`src/rtl/alu_wb_stage_pkg.sv`:
```
// Shared definitions for the ALU writeback stage: opcodes, skid-buffer occupancy, entry record.
package alu_wb_stage_pkg;

  localparam int WB_DATA_W = 16;
  localparam int WB_RD_W   = 3;

  localparam logic [3:0] OP_ADD  = 4'b1100;
  localparam logic [3:0] OP_ADI  = 4'b1101;
  localparam logic [3:0] OP_NAND = 4'b0010;
  localparam logic [3:0] OP_BEQ  = 4'b1000;
  localparam logic [3:0] OP_BLT  = 4'b1001;
  localparam logic [3:0] OP_BLE  = 4'b1010;

  typedef enum logic [1:0] {
    OCC_EMPTY = 2'd0,
    OCC_ONE   = 2'd1,
    OCC_FULL  = 2'd2
  } occ_e;

  typedef struct packed {
    logic [WB_DATA_W-1:0] result;
    logic [WB_RD_W-1:0]   rd;
    logic                 wr_en;
  } wb_entry_t;

  function automatic logic is_branch(input logic [3:0] op);
    return (op == OP_BEQ) || (op == OP_BLT) || (op == OP_BLE);
  endfunction

endpackage

```
`src/rtl/alu_wb_stage_wb_skid_buf.sv`:
```
// Two-entry FIFO skid buffer with EMPTY/ONE/FULL occupancy FSM; head is exposed directly.
module wb_skid_buf
  import alu_wb_stage_pkg::*;
(
  input  logic      clk,
  input  logic      rst,
  input  logic      flush,
  input  logic      push,
  input  wb_entry_t push_data,
  output logic      in_ready,
  output logic      out_valid,
  input  logic      out_ready,
  output wb_entry_t out_data
);

  occ_e      state_q, state_d;
  wb_entry_t head_q, head_d;
  wb_entry_t tail_q, tail_d;
  logic      in_ready_q, in_ready_d;
  logic      pop;

  assign out_valid = (state_q != OCC_EMPTY);
  assign out_data  = head_q;
  assign in_ready  = in_ready_q;
  assign pop       = out_valid && out_ready;

  always_comb begin
    state_d = state_q;
    head_d  = head_q;
    tail_d  = tail_q;
    if (flush) begin
      state_d = OCC_EMPTY;
    end else begin
      case (state_q)
        OCC_EMPTY: if (push) begin
          head_d  = push_data;
          state_d = OCC_ONE;
        end
        OCC_ONE: begin
          if (push && pop) begin
            head_d = push_data;
          end else if (push) begin
            tail_d  = push_data;
            state_d = OCC_FULL;
          end else if (pop) begin
            state_d = OCC_EMPTY;
          end
        end
        OCC_FULL: if (pop) begin
          head_d  = tail_q;
          state_d = OCC_ONE;
        end
        default: state_d = OCC_EMPTY;
      endcase
    end
    // Registered ready: looks at where occupancy is heading, not where it is.
    in_ready_d = (state_d != OCC_FULL);
  end

  always_ff @(posedge clk) begin
    if (rst) begin
      state_q    <= OCC_EMPTY;
      head_q     <= '0;
      tail_q     <= '0;
      in_ready_q <= 1'b1;
    end else begin
      state_q    <= state_d;
      head_q     <= head_d;
      tail_q     <= tail_d;
      in_ready_q <= in_ready_d;
    end
  end

endmodule

```
`src/rtl/alu_wb_stage.sv`:
```
// Execute-to-writeback stage: flags, branch redirect, flush gating around a skid buffer.
// Optional WB_STALL_CNT_EN adds a saturating writeback stall counter output.
module alu_wb_stage
  import alu_wb_stage_pkg::*;
#(
  parameter int DATA_W = WB_DATA_W,
  parameter int RD_W   = WB_RD_W
) (
  input  logic              clk,
  input  logic              rst,
  input  logic              flush,
  input  logic              in_valid,
  output logic              in_ready,
  input  logic [3:0]        in_oper,
  input  logic [DATA_W-1:0] in_alu_c,
  input  logic              in_alu_z,
  input  logic              in_alu_r,
  input  logic [RD_W-1:0]   in_rd,
  input  logic [DATA_W-1:0] in_pc,
  input  logic [DATA_W-1:0] in_imm,
  output logic              out_valid,
  input  logic              out_ready,
  output logic [DATA_W-1:0] out_result,
  output logic [RD_W-1:0]   out_rd,
  output logic              out_wr_en,
  output logic              flag_z,
  output logic              flag_c,
  output logic              br_taken,
`ifdef WB_STALL_CNT_EN
  output logic [15:0]       stall_cnt,
`endif
  output logic [DATA_W-1:0] br_target
);

  logic              accept, taken;
  wb_entry_t         in_entry, head;
  logic              flag_z_q, flag_z_d, flag_c_q, flag_c_d;
  logic              br_taken_q, br_taken_d;
  logic [DATA_W-1:0] br_target_q, br_target_d;

  assign accept = in_valid && in_ready && !flush;

  always_comb begin
    taken = 1'b0;
    case (in_oper)
      OP_BEQ:  taken = in_alu_z;
      OP_BLT:  taken = in_alu_r;
      OP_BLE:  taken = in_alu_z | in_alu_r;
      default: taken = 1'b0;
    endcase
  end

  always_comb begin
    in_entry.result = in_alu_c;
    in_entry.rd     = in_rd;
    in_entry.wr_en  = (in_oper == OP_ADD) || (in_oper == OP_ADI) || (in_oper == OP_NAND);
  end

  always_comb begin
    flag_z_d    = flag_z_q;
    flag_c_d    = flag_c_q;
    br_taken_d  = 1'b0;
    br_target_d = br_target_q;
    if (accept) begin
      if (in_entry.wr_en) flag_z_d = in_alu_z;
      if (is_branch(in_oper)) begin
        flag_z_d = in_alu_z;
        flag_c_d = in_alu_r;
        if (taken) begin
          br_taken_d  = 1'b1;
          br_target_d = in_pc + in_imm;
        end
      end
    end
  end

  always_ff @(posedge clk) begin
    if (rst) begin
      flag_z_q    <= 1'b0;
      flag_c_q    <= 1'b0;
      br_taken_q  <= 1'b0;
      br_target_q <= '0;
    end else begin
      flag_z_q    <= flag_z_d;
      flag_c_q    <= flag_c_d;
      br_taken_q  <= br_taken_d;
      br_target_q <= br_target_d;
    end
  end

  wb_skid_buf u_buf (
    .clk       (clk),
    .rst       (rst),
    .flush     (flush),
    .push      (accept),
    .push_data (in_entry),
    .in_ready  (in_ready),
    .out_valid (out_valid),
    .out_ready (out_ready),
    .out_data  (head)
  );

  assign out_result = head.result;
  assign out_rd     = head.rd;
  assign out_wr_en  = head.wr_en;
  assign flag_z     = flag_z_q;
  assign flag_c     = flag_c_q;
  assign br_taken   = br_taken_q;
  assign br_target  = br_target_q;

`ifdef WB_STALL_CNT_EN
  logic [15:0] stall_cnt_q, stall_cnt_d;

  always_comb begin
    stall_cnt_d = stall_cnt_q;
    if (out_valid && !out_ready && (stall_cnt_q != 16'hFFFF)) stall_cnt_d = stall_cnt_q + 16'd1;
  end

  always_ff @(posedge clk) begin
    if (rst) stall_cnt_q <= '0;
    else     stall_cnt_q <= stall_cnt_d;
  end

  assign stall_cnt = stall_cnt_q;
`endif

endmodule

```
`config.mk`:
```
export PLATFORM = sky130hd
export DESIGN_NAME = alu_wb_stage
export DESIGN_NICKNAME = d
export VERILOG_FILES = /design/src/rtl/alu_wb_stage_pkg.sv /design/src/rtl/alu_wb_stage_wb_skid_buf.sv /design/src/rtl/alu_wb_stage.sv
export SDC_FILE = /design/constraint.sdc
export NUM_CORES = 1
export LEC_CHECK = 0
export CAP_MARGIN = 25
export CELL_PAD_IN_SITES_DETAIL_PLACEMENT = 1
export CELL_PAD_IN_SITES_GLOBAL_PLACEMENT = 2
export CORE_UTILIZATION = 28
export DETAILED_ROUTE_END_ITERATION = 10
export PLACE_DENSITY_LB_ADDON = 0.1
export SETUP_SLACK_MARGIN = 0.15
export SYNTH_ARGS = -nofsm -noshare
export SYNTH_HDL_FRONTEND = slang
export SYNTH_SLANG_ARGS = --single-unit
export TNS_END_PERCENT = 100
```
`constraint.sdc`:
```
create_clock -name clk -period 4.8 [get_ports clk]
set_input_delay 0.72 -clock clk [delete_from_list [all_inputs] [get_ports clk]]
set_output_delay 0.72 -clock clk [all_outputs]
set_load 0.005 [all_outputs]
```
* Word level (Yosys, flattened, before mapping)
Cells that the tools add are included.
Storage, ports and cells: register bits 62, output and inout bits 41, word-level logic and storage cells 64
Cells by class: add/subtract/negate cells 1, equal/unequal tests 12, muxes and demuxes 15, bitwise logic cells 5, reduce and logical (&&, ||, !) cells 19
Operators by type and width (number):
- 20-bit two-way mux | 3
- 20-bit case mux with 3 select lines | 1
- 4-bit == test, second input constant | 5
- 16-bit adder | 1
- 2-bit two-way mux | 6
- 2-bit by 1-bit != test with 1-bit output, second input constant | 3
- 2-bit case mux with 3 select lines | 1
- 5-bit AND reduction | 1
- 4-bit by 2-bit == test with 1-bit output, second input constant | 1
- 1-bit logical AND | 4
- 1-bit logical OR | 4
- 1-bit inverter | 4
- 2-bit AND reduction | 2
- 4-bit AND reduction | 1
- 2-bit nonzero test | 2
- 1-bit two-way mux | 3
- 1-bit case mux with 3 select lines | 1
- 3-bit AND reduction | 1
- 3-bit nonzero test | 1
- 3-bit OR reduction | 1
- 2-bit by 1-bit == test with 1-bit output, second input constant | 1
- 2-bit == test, second input constant | 1
- 2-bit zero test | 1
- 2-bit != test, second input constant | 1
- other kinds (2) | 2

* Longest topological paths before layout
Gate-level depths: netlist of run 1.
depth after elaboration 8, gate-level depth with buffers 8, gate-level depth less buffers 8

* Cells and area by module
Synthesis of run 1 repeated with hierarchy kept, for this count alone.
Second synthesis, totals: cell total of the unflattened synthesis 430, area total of the unflattened synthesis 3453.3 sq um
Modules (own cells, without submodules):
- wb_skid_buf | times used 1, cells each 240, area an instance 1880.6 sq um, sequential area each 860.8 sq um
- alu_wb_stage | times used 1, cells each 190, area an instance 1572.8 sq um, sequential area each 380.4 sq um

* Worst setup path before layout of run 1
Ideal clock, no wire load.
path kind input to register, start point input port in_pc[0], end point register br_target_q[12], in the netlist br_target[12], data arrival time 2371 ps, slack 2309 ps, cell stages on the path 8, buffers on the path 0, path through ha_1 > fa_1 > a211oi_1 > nor2_1 > o31a_1 > o31ai_1 > or4_1 > nand3_1
Between the ends: cells in the longest elaborated chain, start to end 1
RTL lines:
- from (decl) | RTL line alu_wb_stage.sv:19 | input logic [DATA_W-1:0] in_pc,
- 16-bit adder | RTL line alu_wb_stage.sv:71 | br_target_d = in_pc + in_imm;
- to (signal assigned) | RTL line alu_wb_stage.sv:87 | br_target_q <= br_target_d;
- to (decl) | RTL line alu_wb_stage.sv:39 | logic [DATA_W-1:0] br_target_q, br_target_d;
No other way between the ends. A chain may end at the register's enable or synchronous reset.

* Worst setup path after layout of run 1
start point input port in_pc[0], end point register br_target_q[14], in the netlist br_target[14]
The elaborated chain is that of the path after synthesis.

==> flow_summary.toml, run 1 <==
[sta]
relSlewSlack_pct = 48.4
fin_worst_skew_ns = 0.00400
worst_slew_pin_slew_ns = 0.773
period_share_pct = 61.0
layout_min_cycle_time_ns = 2.93
max_clock_freq_mhz = 342
slew_viol_final = 0
hold_viol_final = 0
rsz0062_at_grt = "no"
setup_tns_ns = 0
setup_violations = 0

[global_routing]
grt_first_pass_wirelength_um = 15200
antenna_found_initial = 0
grt_max_degree = 66
grt_remaining_overflow = 0
grt_pass1_vias = 3115
grt.total_usage_pct = 16.9

[floorplanning]
row_count = 38
core_area_um2 = 10900
num_io_pins = 103
dieArea_um2 = 11800
fp.dieW_um = 108
initial_core_util_pct = 29.0
dieHeight_um = 108

[yosys]
async_flop_share_pct = 0
ys_top_cells_by_area = "dfxtp_1, a21oi_1, nand2_1, mux2i_1, a211oi_1"
ys_seq_area_share_pct = 39.1
syn-num-nets = 460
synth_top_cell_by_area = "dfxtp_1"
ys_ff_latch = 62
avgSynthCellArea_um2 = 8.31
synth_cell_types = 49
netlist_area_um2 = 3170
synth_top_area_share_pct = 39.1
synth_edf_count = 0
synth_most_common_cell = "dfxtp_1"
synth_cells = 382
synth.top_cells.by_count = "dfxtp_1, nand2_1, a21oi_1, nor2_1, a211oi_1"
yosysWarnings = 0
synth-main-ff-cell = "dfxtp_1"

[pwr]
power.switching_uw = 349
p_int_uw = 1060
combPwrFrac_pct = 16.1
total_power_uw = 1410
peakVddDrop_mv = 0.166
powerDensity_nw_per_um2 = 307
power_leakage_uw = 0.00180
power.share.sequential_pct = 38.0
p_sw_share_pct = 24.7
pwr-share-clk_pct = 45.9

[place]
dp.cells = 605
io_buffers = 102
hpwl_um = 6690
place_congestion = 0.810

[drt]
drtAntennaViolNets = 0
dr_wl_met3_um = 507
drt-initial-drc-count = 40
wl_per_cell_um = 15.0
first_pass_iters = 4
highest_layer = "met4"
wl_met1_um = 4550
num_vias = 3074
drc_errors = 0
wl_met2_um = 4170
vias_per_cell = 4.95
routed_wl_um = 9300

[layout]
fin_nets = 554
finalNonFillerCells = 621
syn_to_final_growth_pct = 45.2
final_layout_size_suffix_gt1_share_pct = 6.44
antenna_cells = 0

[clock_network]
cts_root_buffer = "clkbuf_16"
ctsHoldBuffers = 0
cts_setup_buffers = 0
clock_latency_ns = 0.33
clock_sinks = 62
cts_buffers = 9
clkTransAtPathRegs_ns = 0.05
cts_tree = "done"
clockBufferDepth = 2
h-tree-depth = 3
post_cts_resized = 0

[critical_path]
cp-endpoint = "br_target[14]$_SDFFE_PP0P_"
cp_slowest_cell = "o311ai_0"
crit_chain = "clkdlybuf4s50_1 -> ha_1 -> fa_1 -> a211oi_1 -> nor2_1 -> o311ai_0 -> a21oi_1 -> xnor2_1 -> o21ai_0"
path_class = "input port to flip-flop"
cpPeakStageDelay_ns = 0.54
cp-start-kind = "input port"
regToRegEndpoint = "u_buf.out_data[13]$_SDFFE_PP0P_"
reg2reg_setup_slack_ns = 2.61
reg2reg_from = "u_buf.in_ready$_SDFF_PP1_"
cp-startpoint = "in_pc[0]"
crit_path_end_kind = "flip-flop"
cp.arrival_ns = 3.13
cp_max_fo = 4
required_ns = 5.00
worst-r2r-cell-count = 7

[status]
status = "finished clean"

[min_path]
min-delay-path-class = "flip-flop to flip-flop"

[flow_run]
cap_violations = 0
==> through the flow <==
stage / util [%] / instance area (um2) / hold WS (ns) / worst slack (ns)
CTS: 42.1 / 4610 / 0.455 / 1.91
detailed placement: 39.4 / 4310 / 0.447 / 1.57
finish: 42.1 / 4610 / 0.454 / 1.87
floorplan: - / 3170 / 0.436 / 2.31
global route: 42.1 / 4610 / 0.477 / 1.72
global placement: 39.3 / 4300 / 0.441 / 1.56
==> worst max-delay path: cells and delay by family <==
family                   cells  cell delay, ns
AO/OA/AOI/OAI                4            1.04
adder cells (fa/ha/maj)      2            0.67
buffers and inverters        1            0.41
XOR/XNOR                     1            0.18
AND/OR/NAND/NOR              1            0.11
==> per-layer routing <==
metal	vias up	GRT usage [%]
met5	-	0
met4	0	4.34
met3	7	5.49
met2	68	26.4
met1	1456	22.2
li1	1543	-
==> how the worst min path moves through the flow <==
| stage | slack (ns) | endpoint | depth (start not counted) | from |
|---|---|---|---|---|
| CTS | 0.45 | u_buf.tail_q[5]$_SDFFE_PP0P_ | 2 | u_buf.tail_q[5]$_SDFFE_PP0P_ |
| global placement | 0.44 | u_buf.tail_q[2]$_SDFFE_PP0P_ | 2 | u_buf.tail_q[2]$_SDFFE_PP0P_ |
| detailed placement | 0.45 | u_buf.tail_q[5]$_SDFFE_PP0P_ | 2 | u_buf.tail_q[5]$_SDFFE_PP0P_ |
| floorplan | 0.44 | u_buf.tail_q[10]$_SDFFE_PP0P_ | 2 | u_buf.tail_q[10]$_SDFFE_PP0P_ |
| global route | 0.48 | u_buf.tail_q[18]$_SDFFE_PP0P_ | 2 | u_buf.tail_q[18]$_SDFFE_PP0P_ |
| finish | 0.45 | u_buf.tail_q[7]$_SDFFE_PP0P_ | 2 | u_buf.tail_q[7]$_SDFFE_PP0P_ |
==> power by group through the flow <==
stage	clock network (uW)	registers (uW)	logic, uW
2_1_floorplan	0	547	118
3_3_place_gp	0	547	226
3_5_place_dp	0	547	229
4_1_cts	675	536	231
5_1_grt	698	537	253
6_report	649	536	228
==> state kept, by name (all words and copies together), names as in the netlist <==
signal          cells
br_taken            1
u_buf.tail_q       20
flag_c              1
flag_z              1
br_target          16
u_buf.state_q       2
u_buf.in_ready      1
u_buf.out_data     20
==> cell type report <==
class                           count  area, um2
Fill cell                        1303       6330
Inverter                            6       22.5
Multi-Input combinational cell    290       1810
Clock inverter                      6       61.3
Tap cell                          140        175
Clock buffer                       10        239
Timing Repair Buffer              107       1060
Sequential cell                    62       1240
==> logic make-up (layout without fill, tap and decap cells) <==
| group | Yosys count | count (layout) | share of synthesized area [%] |
|---|---|---|---|
| simple gates | 136 | 136 | 19.6 |
| mux | 23 | 23 | 7.29 |
| compound gates | 105 | 105 | 20.7 |
| flops | 62 | 62 | 39.1 |
| xor+xnor | 10 | 10 | 2.76 |
| fa+ha+maj | 16 | 16 | 6.54 |
| buf+inv | 30 | 129 | 4.06 |
==> cell usage in the layout (no fill, tap or decap), types with 2 or more instances in the layout <==
| cell | count |
|---|---|
| inv_1 | 6 |
| nand2_1 | 59 |
| clkbuf_16 | 9 |
| or2_2 | 3 |
| mux2i_1 | 22 |
| ha_1 | 15 |
| nand4b_1 | 2 |
| o211ai_1 | 2 |
| o211a_1 | 2 |
| nand3b_1 | 4 |
| nor3_1 | 4 |
| xnor2_1 | 7 |
| a21o_1 | 3 |
| a31oi_1 | 3 |
| a21oi_1 | 46 |
| clkdlybuf4s50_1 | 101 |
| or3_1 | 4 |
| o21ai_0 | 8 |
| or4_1 | 2 |
| dfxtp_1 | 62 |
| buf_4 | 4 |
| nor2_1 | 41 |
| xor2_1 | 3 |
| o22ai_1 | 4 |
| clkinv_2 | 3 |
| a211oi_1 | 27 |
| nor2b_1 | 2 |
| nand3_1 | 4 |
| nand2b_1 | 2 |
(Power assumes the default switching activity.)
==> inputs of run 2 (changes only) <==
--- a/config.mk
+++ b/config.mk
@@ -8,7 +8,7 @@
 export CAP_MARGIN = 25
 export CELL_PAD_IN_SITES_DETAIL_PLACEMENT = 1
 export CELL_PAD_IN_SITES_GLOBAL_PLACEMENT = 2
-export CORE_UTILIZATION = 28
+export CORE_UTILIZATION = 26
 export DETAILED_ROUTE_END_ITERATION = 10
 export PLACE_DENSITY_LB_ADDON = 0.1
 export SETUP_SLACK_MARGIN = 0.15
==> constraint.sdc (replaced) <==
create_clock -name clk -period 2.7 [get_ports clk]
set_input_delay 0.405 -clock clk [delete_from_list [all_inputs] [get_ports clk]]
set_output_delay 0.405 -clock clk [all_outputs]
set_load 0.005 [all_outputs]
==> run 2 against run 1 <==
Clock power increased by 93%; global-route usage fell by 0.88 points; wire length up 2.9%; combinational power rose by 90%; sequential share of layout area shrank 0.82 points; clock-buffer cell count increased by 2; cell area up 3.1%; power is 86% higher; worst hold slack barely moved; die area up 7.5%; clock skew up 0.0021 ns; cell count grew 2.7%; largest cell class unchanged; highest routed layer unchanged.
==> flow_summary.toml, run 2 (synthesized netlist as in run 1, its figures left out) <==
[critical_path]
path_class = "input port to flip-flop"
reg2reg_from = "u_buf.state_q[1]$_SDFF_PP0_"
cp_max_fo = 4
worst-r2r-cell-count = 4
crit_path_end_kind = "flip-flop"
cp-start-kind = "input port"
regToRegEndpoint = "u_buf.out_data[6]$_SDFFE_PP0P_"
cp.arrival_ns = 2.56
reg2reg_setup_slack_ns = 0.76
required_ns = 2.92

[sta]
relSlewSlack_pct = 49.1
max_clock_freq_mhz = 426
period_share_pct = 86.9
slew_viol_final = 0
final.setup.worst_slack_ns = 0.353
fin_worst_skew_ns = 0.00606
worst_slew_pin_slew_ns = 0.761
setup_violations = 0
hold_ws_ns = 0.454
layout_min_cycle_time_ns = 2.35
setup_tns_ns = 0
hold_viol_final = 0
rsz0062_at_grt = "no"

[global_routing]
grt_max_degree = 40
grt_first_pass_wirelength_um = 15700
grt.total_usage_pct = 16.0
grt_pass1_vias = 3126
grt_remaining_overflow = 0
antenna_found_initial = 0

[layout]
syn_to_final_growth_pct = 49.7
final_cell_mix = "clkdlybuf4s50_1, dfxtp_1, nand2_1"
fin_nets = 569
final_layout_size_suffix_gt1_share_pct = 8.69
nFillCells = 1384
antenna_cells = 0
mostFrequentLayoutCell = "clkdlybuf4s50_1"

[status]
status = "finished clean"

[drt]
drt-initial-drc-count = 128
drc_errors = 0
routed_wl_um = 9570
num_vias = 3116
wl_per_cell_um = 15.0
drtAntennaViolNets = 0
vias_per_cell = 4.88
first_pass_iters = 4

[clock_network]
h-tree-depth = 3
clkTransAtPathRegs_ns = 0.05
clock_latency_ns = 0.33
cts_buffers = 9
cts_setup_buffers = 0
clock_sinks = 62
ctsHoldBuffers = 0
post_cts_resized = 0
clockBufferDepth = 2
cts_root_buffer = "clkbuf_16"
cts_tree = "done"

[min_path]
worstHoldPathCells = 2
min-delay-path-class = "flip-flop to flip-flop"
worstHoldStart = "br_target[7]$_SDFFE_PP0P_"
min_to = "br_target[7]$_SDFFE_PP0P_"

[floorplanning]
num_io_pins = 103
fp.dieW_um = 112
core_area_um2 = 11700
initial_core_util_pct = 27.2
dieHeight_um = 112
row_count = 39
dieArea_um2 = 12700

[place]
place_ws_ns = -0.127
hpwl_um = 6940
io_buffers = 102
place_congestion = 0.748

[flow_run]
cap_violations = 0

[pwr]
total_power_uw = 2630
powerDensity_nw_per_um2 = 553
power_leakage_uw = 0.00188
peakVddDrop_mv = 0.202
[run 2: worst max-delay path: stages]
cell             delay, ns
clkdlybuf4s50_1       0.41
ha_1                  0.23
fa_1                  0.40
a211oi_1              0.21
nor2_1                0.11
o31a_1                0.30
o31ai_1               0.29
or4_1                 0.15
nand3_1               0.06
[run 2: per-layer routing]
metal	share of wire (%)	track usage [%]	up-vias	wire, um
met3	6.8	4.91	12	654
met1	48	21.1	1455	4580
li1	-	-	1574	-
met2	44	24.2	75	4180
met4	1.6	6.67	0	157
met5	0	0	-	0
[run 2: layout make-up]
type / instances / area (um2) / share of cell area (%)
clock buffers: 12 / 246 / 5.19
clock inverters: 3 / 68.8 / 1.45
inverters: 6 / 22.5 / 0.474
multi-input cells: 290 / 1820 / 38.2
flip-flops and latches: 62 / 1240 / 26.1
well taps: 143 / 179 / 3.76
repair buffers: 122 / 1180 / 24.8
[run 2: through the flow]
stage / instance area (um2) / cells / util (%)
6_report: 4750 / 638 / 40.8
5_1_grt: 4750 / 638 / 40.8
4_1_cts: 4750 / 638 / 40.8
3_5_place_dp: 4440 / 623 / 38.1
3_3_place_gp: 4440 / 623 / 38.1
2_1_floorplan: 3170 / 382 / -
[run 2: worst max-delay path by stage]
stage	startpoint	cells after the start	to
2_1_floorplan	in_pc[0]	8	br_target[12]$_SDFFE_PP0P_
3_3_place_gp	in_pc[0]	9	br_target[14]$_SDFFE_PP0P_
3_5_place_dp	in_pc[0]	9	br_target[14]$_SDFFE_PP0P_
4_1_cts	in_pc[0]	9	br_target[14]$_SDFFE_PP0P_
5_1_grt	in_pc[0]	9	br_target[14]$_SDFFE_PP0P_
6_report	in_pc[0]	9	br_target[12]$_SDFFE_PP0P_
[run 2: power breakdown]
| part | switching (uW) | total [uW] | leakage, uW | internal [uW] |
|---|---|---|---|---|
| logic | 196 | 433 | 0.00123 | 238 |
| clock network | 415 | 1250 | 0.000153 | 830 |
| registers | 12.5 | 952 | 0.000502 | 939 |
| total | 623 | 2630 | 0.00188 | 2010 |
